### src/rtl/load_store_unit.sv
// Load/store unit between the core datapath and a variable-latency data memory.
// Handles B/H/W accesses with extension, byte lanes, misalignment and a WAIT timeout.
module load_store_unit #(
    parameter int unsigned ADDR_WIDTH     = 32,
    parameter int unsigned DATA_WIDTH     = 32,
    parameter int unsigned TIMEOUT_CYCLES = 16
) (
    input  logic                  clk_i,
    input  logic                  rst_ni,
    input  logic                  req_valid_i,
    output logic                  req_ready_o,
    input  logic                  req_we_i,
    input  logic [2:0]            req_funct3_i,
    input  logic [ADDR_WIDTH-1:0] req_addr_i,
    input  logic [DATA_WIDTH-1:0] req_wdata_i,
    output logic                  rsp_valid_o,
    input  logic                  rsp_ready_i,
    output logic [DATA_WIDTH-1:0] rsp_rdata_o,
    output logic                  rsp_err_o,
    output logic                  mem_req_o,
    output logic                  mem_we_o,
    output logic [ADDR_WIDTH-1:0] mem_addr_o,
    output logic [3:0]            mem_be_o,
    output logic [DATA_WIDTH-1:0] mem_wdata_o,
    input  logic                  mem_rvalid_i,
    input  logic [DATA_WIDTH-1:0] mem_rdata_i
);

    localparam int unsigned CntW = (TIMEOUT_CYCLES > 0) ? $clog2(TIMEOUT_CYCLES + 1) : 1;

    typedef enum logic [1:0] {StIdle, StWait, StResp} state_e;

    state_e                r_state, w_state_d;
    logic                  r_we, w_we_d;
    logic [2:0]            r_funct3, w_funct3_d;
    logic [1:0]            r_addr_lo, w_addr_lo_d;
    logic [CntW-1:0]       r_cnt, w_cnt_d, w_cnt_inc;
    logic                  r_mem_req, w_mem_req_d;
    logic                  r_mem_we, w_mem_we_d;
    logic [ADDR_WIDTH-1:0] r_mem_addr, w_mem_addr_d;
    logic [3:0]            r_mem_be, w_mem_be_d;
    logic [DATA_WIDTH-1:0] r_mem_wdata, w_mem_wdata_d;
    logic [DATA_WIDTH-1:0] r_rsp_rdata, w_rsp_rdata_d;
    logic                  r_rsp_err, w_rsp_err_d;

    logic                  w_misaligned;
    logic [3:0]            w_st_be;
    logic [DATA_WIDTH-1:0] w_st_wdata;
    logic [7:0]            w_ld_byte;
    logic [15:0]           w_ld_half;
    logic [DATA_WIDTH-1:0] w_ld_data;

    // Undefined width codes fall into the misaligned path so they never reach memory.
    always_comb begin
        unique case (req_funct3_i)
            3'b000, 3'b100: w_misaligned = 1'b0;
            3'b001, 3'b101: w_misaligned = req_addr_i[0];
            3'b010:         w_misaligned = (req_addr_i[1:0] != 2'b00);
            default:        w_misaligned = 1'b1;
        endcase
    end

    always_comb begin
        w_st_be    = 4'b1111;
        w_st_wdata = req_wdata_i;
        if (req_we_i) begin
            unique case (req_funct3_i[1:0])
                2'b00: begin
                    w_st_be    = 4'b0001 << req_addr_i[1:0];
                    w_st_wdata = {4{req_wdata_i[7:0]}};
                end
                2'b01: begin
                    w_st_be    = 4'b0011 << req_addr_i[1:0];
                    w_st_wdata = {2{req_wdata_i[15:0]}};
                end
                default: begin
                    w_st_be    = 4'b1111;
                    w_st_wdata = req_wdata_i;
                end
            endcase
        end else begin
            w_st_wdata = '0;
        end
    end

    assign w_ld_byte = mem_rdata_i[{r_addr_lo, 3'b000} +: 8];
    assign w_ld_half = mem_rdata_i[{r_addr_lo[1], 4'b0000} +: 16];

    always_comb begin
        unique case (r_funct3)
            3'b000:  w_ld_data = {{(DATA_WIDTH-8){w_ld_byte[7]}}, w_ld_byte};
            3'b100:  w_ld_data = {{(DATA_WIDTH-8){1'b0}}, w_ld_byte};
            3'b001:  w_ld_data = {{(DATA_WIDTH-16){w_ld_half[15]}}, w_ld_half};
            3'b101:  w_ld_data = {{(DATA_WIDTH-16){1'b0}}, w_ld_half};
            default: w_ld_data = mem_rdata_i;
        endcase
    end

    assign w_cnt_inc = r_cnt + CntW'(1);

    always_comb begin
        w_state_d     = r_state;
        w_we_d        = r_we;
        w_funct3_d    = r_funct3;
        w_addr_lo_d   = r_addr_lo;
        w_cnt_d       = r_cnt;
        w_mem_req_d   = 1'b0;
        w_mem_we_d    = r_mem_we;
        w_mem_addr_d  = r_mem_addr;
        w_mem_be_d    = r_mem_be;
        w_mem_wdata_d = r_mem_wdata;
        w_rsp_rdata_d = r_rsp_rdata;
        w_rsp_err_d   = r_rsp_err;
        unique case (r_state)
            StIdle: begin
                if (req_valid_i) begin
                    w_we_d      = req_we_i;
                    w_funct3_d  = req_funct3_i;
                    w_addr_lo_d = req_addr_i[1:0];
                    w_cnt_d     = '0;
                    if (w_misaligned) begin
                        w_state_d     = StResp;
                        w_rsp_err_d   = 1'b1;
                        w_rsp_rdata_d = '0;
                    end else begin
                        w_state_d     = StWait;
                        w_mem_req_d   = 1'b1;
                        w_mem_we_d    = req_we_i;
                        w_mem_addr_d  = {req_addr_i[ADDR_WIDTH-1:2], 2'b00};
                        w_mem_be_d    = w_st_be;
                        w_mem_wdata_d = w_st_wdata;
                    end
                end
            end
            StWait: begin
                // Completion wins over a timeout landing in the same cycle.
                if (mem_rvalid_i) begin
                    w_state_d     = StResp;
                    w_rsp_err_d   = 1'b0;
                    w_rsp_rdata_d = r_we ? '0 : w_ld_data;
                    w_cnt_d       = '0;
                end else if ((TIMEOUT_CYCLES != 0) && (w_cnt_inc == CntW'(TIMEOUT_CYCLES))) begin
                    w_state_d     = StResp;
                    w_rsp_err_d   = 1'b1;
                    w_rsp_rdata_d = '0;
                    w_cnt_d       = '0;
                end else begin
                    w_cnt_d = w_cnt_inc;
                end
            end
            StResp: begin
                if (rsp_ready_i) begin
                    w_state_d     = StIdle;
                    w_rsp_err_d   = 1'b0;
                    w_rsp_rdata_d = '0;
                end
            end
            default: w_state_d = StIdle;
        endcase
    end

    always_ff @(posedge clk_i or negedge rst_ni) begin
        if (!rst_ni) begin
            r_state     <= StIdle;
            r_we        <= 1'b0;
            r_funct3    <= 3'b000;
            r_addr_lo   <= 2'b00;
            r_cnt       <= '0;
            r_mem_req   <= 1'b0;
            r_mem_we    <= 1'b0;
            r_mem_addr  <= '0;
            r_mem_be    <= 4'b0000;
            r_mem_wdata <= '0;
            r_rsp_rdata <= '0;
            r_rsp_err   <= 1'b0;
        end else begin
            r_state     <= w_state_d;
            r_we        <= w_we_d;
            r_funct3    <= w_funct3_d;
            r_addr_lo   <= w_addr_lo_d;
            r_cnt       <= w_cnt_d;
            r_mem_req   <= w_mem_req_d;
            r_mem_we    <= w_mem_we_d;
            r_mem_addr  <= w_mem_addr_d;
            r_mem_be    <= w_mem_be_d;
            r_mem_wdata <= w_mem_wdata_d;
            r_rsp_rdata <= w_rsp_rdata_d;
            r_rsp_err   <= w_rsp_err_d;
        end
    end

    assign req_ready_o = (r_state == StIdle);
    assign rsp_valid_o = (r_state == StResp);
    assign rsp_rdata_o = r_rsp_rdata;
    assign rsp_err_o   = r_rsp_err;
    assign mem_req_o   = r_mem_req;
    assign mem_we_o    = r_mem_we;
    assign mem_addr_o  = r_mem_addr;
    assign mem_be_o    = r_mem_be;
    assign mem_wdata_o = r_mem_wdata;

endmodule

### config.mk
export PLATFORM = sky130hd
export DESIGN_NAME = load_store_unit
export DESIGN_NICKNAME = d
export VERILOG_FILES = /design/src/rtl/load_store_unit.sv
export SDC_FILE = /design/constraint.sdc
export NUM_CORES = 1
export LEC_CHECK = 0
export CORE_MARGIN = 1
export CORE_UTILIZATION = 40
export DETAILED_ROUTE_END_ITERATION = 8
export PLACE_DENSITY = 0.87
export SLEW_MARGIN = 20
export SYNTH_ARGS = -nofsm -noshare
export SYNTH_HDL_FRONTEND = slang
export SYNTH_SLANG_ARGS = --single-unit
### constraint.sdc
create_clock -name clk_i -period 1.75 [get_ports clk_i]
set_input_delay 0.175 -clock clk_i [delete_from_list [all_inputs] [get_ports clk_i]]
set_output_delay 0.175 -clock clk_i [all_outputs]
set_load 0.01 [all_outputs]
=== Yosys cells after proc, flatten, opt, wreduce, memory -nomap -nowiden ===
Index checks and enable logic that the tools add are counted.

* Flip-flop bits (word level): 114
* Bits of input ports: 105
* Output and inout bits: 105
* Logic and storage cells: 79

* Add/subtract/negate cells: 1
* Equal/unequal tests: 15
* Shift-type cells: 4
* Multiplexer cells: 32
* Bitwise gates (word level): 1
* Reductions and logical operators: 14

{| class="wikitable"
|+ Operators by type and width
! operator !! count
|-
| two-way mux 32 bit || 7
|-
| case mux 32 bit (4 select lines) || 1
|-
| case mux 32 bit (3 select lines) || 1
|-
| case mux 32 bit (2 select lines) || 1
|-
| variable part select 32 x 6 -> 16 bit || 1
|-
| variable part select 32 x 6 -> 8 bit || 1
|-
| two-way mux 5 bit || 3
|-
| equality test 3 bit (second input constant) || 4
|-
| two-way mux 2 bit || 5
|-
| case mux 5 bit (2 select lines) || 1
|-
| two-way mux 1 bit || 8
|-
| case mux 4 bit (2 select lines) || 1
|-
| equality test 3 x 1 -> 1 bit (second input constant) || 2
|-
| zero test 3 bit || 2
|-
| case mux 1 bit (3 select lines) || 2
|-
| case mux 2 bit (3 select lines) || 1
|-
| AND reduction 3 bit || 2
|-
| adder 5 x 1 -> 5 bit (second input constant) || 1
|-
| equality test 5 bit (second input constant) || 1
|-
| AND reduction 5 bit || 1
|-
| equality test 2 x 1 -> 1 bit (second input constant) || 2
|-
| zero test 2 bit || 2
|-
| two-way mux 4 bit || 1
|-
| != test 2 x 1 -> 1 bit (second input constant) || 2
|-
| other kinds (11) || 14
|}

=== Depth between registers and ports, before layout ===
* Depth after elaboration: 6
* Depth in mapped cells: 9
* Gate-level depth less buffers: 5

=== Worst setup path before layout ===
Ideal clock, no wire load.

* Kind: register to register
* Start point: register r_state[1]
* End point: register r_mem_addr[25] (netlist: mem_addr_o[25])
* Setup time: 0.125 ns
* Data arrival time: 1.621 ns
* Required time: 1.625 ns
* Slack: 0.004 ns
* Stages on the path, launching flop included: 9
* Path buffers: 4
* Period minus slack after synthesis: 1.746 ns
* Cell sequence: dfrtp_1 buf_2 nor2_1 and2_1 buf_4 o21ai_2 buf_6 buf_6 mux2_2

* Longest elaborated chain between the ends: 2

{| class="wikitable"
|+ Ends and longest elaborated chain
! what !! RTL line !! source
|-
| start: declaration || 33 || <nowiki>state_e r_state, w_state_d;</nowiki>
|-
| start signal: assignment || 164 || <nowiki>r_state <= StIdle;</nowiki>
|-
| start signal: assignment || 177 || <nowiki>r_state <= w_state_d;</nowiki>
|-
| zero test 2 bit || -- ||
|-
| net req_ready_o || 11 || <nowiki>output logic req_ready_o,</nowiki>
|-
| AND reduction 3 bit (no line) || -- ||
|-
| end signal: assignment || 184 || <nowiki>r_mem_addr <= w_mem_addr_d;</nowiki>
|-
| end: declaration || 40 || <nowiki>logic [ADDR_WIDTH-1:0] r_mem_addr, w_mem_addr_d;</nowiki>
|}

The timed path passes the listed nets, and every way through them passes these cells.
A chain may end at the register's enable or synchronous reset.

=== Worst setup path after layout ===
* Start point: register r_addr_lo[1]
* End point: register r_rsp_rdata[9] (netlist: rsp_rdata_o[9])

* Longest elaborated chain between the ends: 5
* Elaborated cells on any way between the ends: 6
* Those cells by class: shift (2); mux (4)

{| class="wikitable"
|+ Ends and longest elaborated chain
! what !! RTL line !! source
|-
| start: declaration || 36 || <nowiki>logic [1:0] r_addr_lo, w_addr_lo_d;</nowiki>
|-
| start signal: assignment || 180 || <nowiki>r_addr_lo <= w_addr_lo_d;</nowiki>
|-
| variable part select 32 x 6 -> 16 bit or variable part select 32 x 6 -> 8 bit (tied branches) || 87, 86 ||
|-
| case mux 32 bit (4 select lines) * || 90 || <nowiki>unique case (r_funct3)</nowiki>
|-
| two-way mux 32 bit * || 140 || <nowiki>w_rsp_rdata_d = r_we ? '0 : w_ld_data;</nowiki>
|-
| two-way mux 32 bit * || 137 || <nowiki>if (mem_rvalid_i) begin</nowiki>
|-
| case mux 32 bit (3 select lines) * || 114 || <nowiki>unique case (r_state)</nowiki>
|-
| end signal: assignment || 187 || <nowiki>r_rsp_rdata <= w_rsp_rdata_d;</nowiki>
|-
| end: declaration || 43 || <nowiki>logic [DATA_WIDTH-1:0] r_rsp_rdata, w_rsp_rdata_d;</nowiki>
|}

Mark *: on every way between the ends. The rest lies on a longest branch, timed or not.

==> results.py <==
metrics = {
    "outcome": {
        "status": "finished clean",
    },
    "critical_path": {
        "timing.rr.end": "rsp_rdata_o[9]",
        "reg2reg_depth": 4,
        "cp_max_fo": 4,
        "path_class": "reg2reg",
        "cp_cell_sequence": "mux4_2 > a21oi_2 > o21ai_0 > a32o_1",
        "cp_slowest_stage_delay_ps": 600,
        "cp.arrival_ps": 2040,
        "worst_path_max_delay_cell": "mux4_2",
        "timing.rr.start": "r_addr_lo[1]",
        "critPathLaunchType": "flip-flop",
        "crit_family": "compound AO/OA/AOI/OAI gates",
        "cp.required_ps": 2040,
        "ff2ff_setup_slack_ps": 0.8,
        "critPathCaptureType": "flip-flop",
        "path_buf_inv": 0,
    },
    "pwr": {
        "combPwrFrac": 0.424,
        "switchingPower_uw": 4460,
        "clkPwrFrac": 0.253,
        "power.density_nw_per_um2": 1570,
        "internal-power_uw": 8990,
        "peakVddDrop_v": 0.000883,
        "p_seq_frac": 0.322,
        "p_leak_uw": 0.00370,
        "swShare": 0.332,
        "p_total_uw": 13400,
    },
    "yosys": {
        "yosys.area.top_type": "dfrtp_1",
        "synth_edf_count": 0,
        "synthCells": 525,
        "ys_types": 44,
        "ys.flop_type": "dfrtp_1",
        "syn-cell-area_um2": 5490,
        "synthArstFlopShare": 1.00,
        "ys_ff_latch": 114,
        "ys_top_cells_by_area": "dfrtp_1, mux2_2, nand2_1, o21ai_0, a22o_1",
        "yosysWarnings": 0,
        "syn_avg_cell_area_um2": 10.5,
        "yosys.area.top_type_share": 0.519,
        "ys_seq_area_frac": 0.519,
    },
    "clock_tree": {
        "htree_levels": 4,
        "cts_buffers": 17,
        "root_buffer": "clkbuf_16",
        "cts.path.max_buffers": 2,
        "cts_tree": "yes",
        "worstSkewPairLatency_ps": 420,
        "clk_pin_slew_ps": 50,
        "cts.sinks": 114,
    },
    "worst_hold_path": {
        "holdCritStartpoint": "req_addr_i[20]",
        "hp-class": "in2reg",
        "worstHoldPathCells": 2,
        "min_to": "mem_addr_o[20]",
    },
    "floorplanning": {
        "die_y_um": 119,
        "die_area_um2": 14200,
        "num_rows": 42,
        "initial_core_util": 0.413,
        "ios": 210,
        "core_um2": 13300,
        "die_x_um": 119,
    },
    "global_routing": {
        "grt_pass1_wl_mm": 26.5,
        "grt_max_degree": 115,
        "grt_remaining_overflow": 0,
        "track_usage": 0.242,
        "antenna_found_initial": 0,
        "grt_pass1_vias": 5173,
    },
    "timing": {
        "min_period_ps": 1750,
        "rsz0062_at_grt": "true",
        "finClkSkew_ps": 8.31,
        "tightest_slew_ps": 631,
        "setup_violations": 0,
        "fmax_mhz": 572,
        "period_share": 1.00,
        "slew_viol_final": 0,
        "maxSlewHeadroom": 0.580,
        "hold_viol": 0,
        "finalSetupTns_ps": 0,
    },
    "placement": {
        "io_buffers": 207,
        "gp_congestion": 0.919,
        "dp_hpwl_mm": 12.1,
    },
    "detailed_routing": {
        "num_vias": 5049,
        "dr.pass1.iters": 6,
        "wl_per_cell_um": 17.9,
        "wl_mm": 16.9,
        "vias_per_cell": 5.36,
        "drt-initial-drc-count": 316,
        "ant_nets": 0,
        "drcViolationCount": 0,
    },
    "finish": {
        "area_delta_synth_final_pct": 56.0,
        "antenna_cells": 0,
        "nets": 862,
        "drive_gt1_frac": 0.170,
    },
    "run": {
        "maxCapViolations": 0,
    },
}
==> cell type report <==
type                    instances  area [µm²]
fillers                      1026        4720
well taps                     176         220
clock buffers                  23         458
multi-input cells             363        2440
clock inverters                 6         108
inverters                      11        41.3
repair buffers                249        2450
flip-flops and latches        114        2860
==> routing by layer <==
metal / global-route usage / share of wire
met1: 0.273 / 0.38
met2: 0.411 / 0.50
met3: 0.0896 / 0.093
met4: 0.101 / 0.023
met5: 0 / 0
==> per-stage QoR <==
stage / utilization / setup WS (ps) / hold slack (ps) / std cells / instance area [µm²]
5_1_grt: 0.645 / -13.4 / 363 / 942 / 8570
6_report: 0.645 / 0.844 / 370 / 942 / 8570
4_1_cts: 0.642 / 36.3 / 358 / 941 / 8540
3_3_place_gp: 0.596 / -163 / 306 / 909 / 7930
3_5_place_dp: 0.596 / -283 / 312 / 909 / 7930
2_1_floorplan: - / 3.84 / -121 / 526 / 5500
==> worst register-to-register path, cell delays in order, from the launching register on <==
cell and delay [ps]:
dfrtp_2 430, mux4_2 600, a21oi_2 210, o21ai_0 130, a32o_1 270
==> placed cells by master (no fill, tap or decap), drive strengths merged, types with 3 or more instances in the layout <==
cell type / synthesis / layout
nand2b: 21 / 21
bufinv: 0 / 3
o22ai: 3 / 3
nor2b: 5 / 5
o31a: 3 / 3
mux2: 53 / 53
inv: 10 / 10
buf: 21 / 42
nand2: 90 / 90
a22o: 22 / 22
clkbuf: 17 / 23
o211ai: 8 / 8
o2bb2ai: 9 / 9
o21ai: 59 / 59
dfrtp: 114 / 114
clkdlybuf4s50: 0 / 204
nor2: 21 / 21
mux2i: 17 / 17
nand3: 11 / 11
a21oi: 10 / 10
a32oi: 4 / 4
clkinv: 1 / 3
==> registers in the layout (all words and copies together), names as in the netlist <==
register,flops
r_funct3,3
r_addr_lo,2
r_we,1
rsp_err_o,1
mem_addr_o,30
mem_wdata_o,32
r_cnt,5
mem_we_o,1
rsp_rdata_o,32
mem_req_o,1
mem_be_o,4
r_state,2
==> timing repair <==
item | 4_1_cts | 5_1_grt
setup endpoints to repair | 22 | 25
hold endpoints to repair | 114 | 0
pin swaps | 1 | 0
hold buffers | 1 | 0
setup buffers | 2 | 1
gates resized for setup | 6 | 7
==> power by group through the flow <==
| stage | registers, µW | clock network (µW) | logic, µW |
|---|---|---|---|
| detailed placement | 4340 | 0 | 5580 |
| CTS | 4320 | 3450 | 5670 |
| global route | 4440 | 3580 | 6100 |
| global placement | 4260 | 0 | 5420 |
| finish | 4330 | 3410 | 5710 |
| floorplan | 4620 | 0 | 2230 |
==> worst max path at each step <==
| stage | from | to | cells past startpoint |
|---|---|---|---|
| 2_1_floorplan | r_state[1] | mem_addr_o[25] | 8 |
| 3_3_place_gp | mem_rdata_i[31] | rsp_rdata_o[17] | 5 |
| 3_5_place_dp | mem_rdata_i[15] | rsp_rdata_o[29] | 5 |
| 4_1_cts | r_addr_lo[1] | rsp_rdata_o[9] | 4 |
| 5_1_grt | r_cnt[1] | rsp_rdata_o[29] | 6 |
| 6_report | r_addr_lo[1] | rsp_rdata_o[9] | 4 |
==> cell families (layout without fill, tap and decap cells) <==
kind of cell	Yosys count	after routing	synth area share
other cells	1	2	0.000683
fa+ha+maj	1	1	0.00228
flops	114	114	0.519
mux	71	71	0.144
compound gates	133	133	0.165
simple gates	156	156	0.125
buf+inv	49	289	0.0440
==> synthesized netlist by cell type, types with 2 or more instances <==
master and n:
a21boi_0 2, a21oi_1 10, a22o_1 22, a22oi_1 2, a32o_1 2, a32oi_1 4
buf_2 13, buf_4 5, buf_6 3, clkbuf_1 17, dfrtp_1 114, inv_1 10
mux2_2 53, mux2i_1 17, nand2_1 90, nand2b_1 21, nand3_1 11, nand3b_1 2
nor2_1 21, nor2b_1 5, nor3_1 2, o211ai_1 8, o21ai_0 58, o22ai_1 3
o2bb2ai_1 9, o31a_1 3
(Power assumes the default switching activity.)
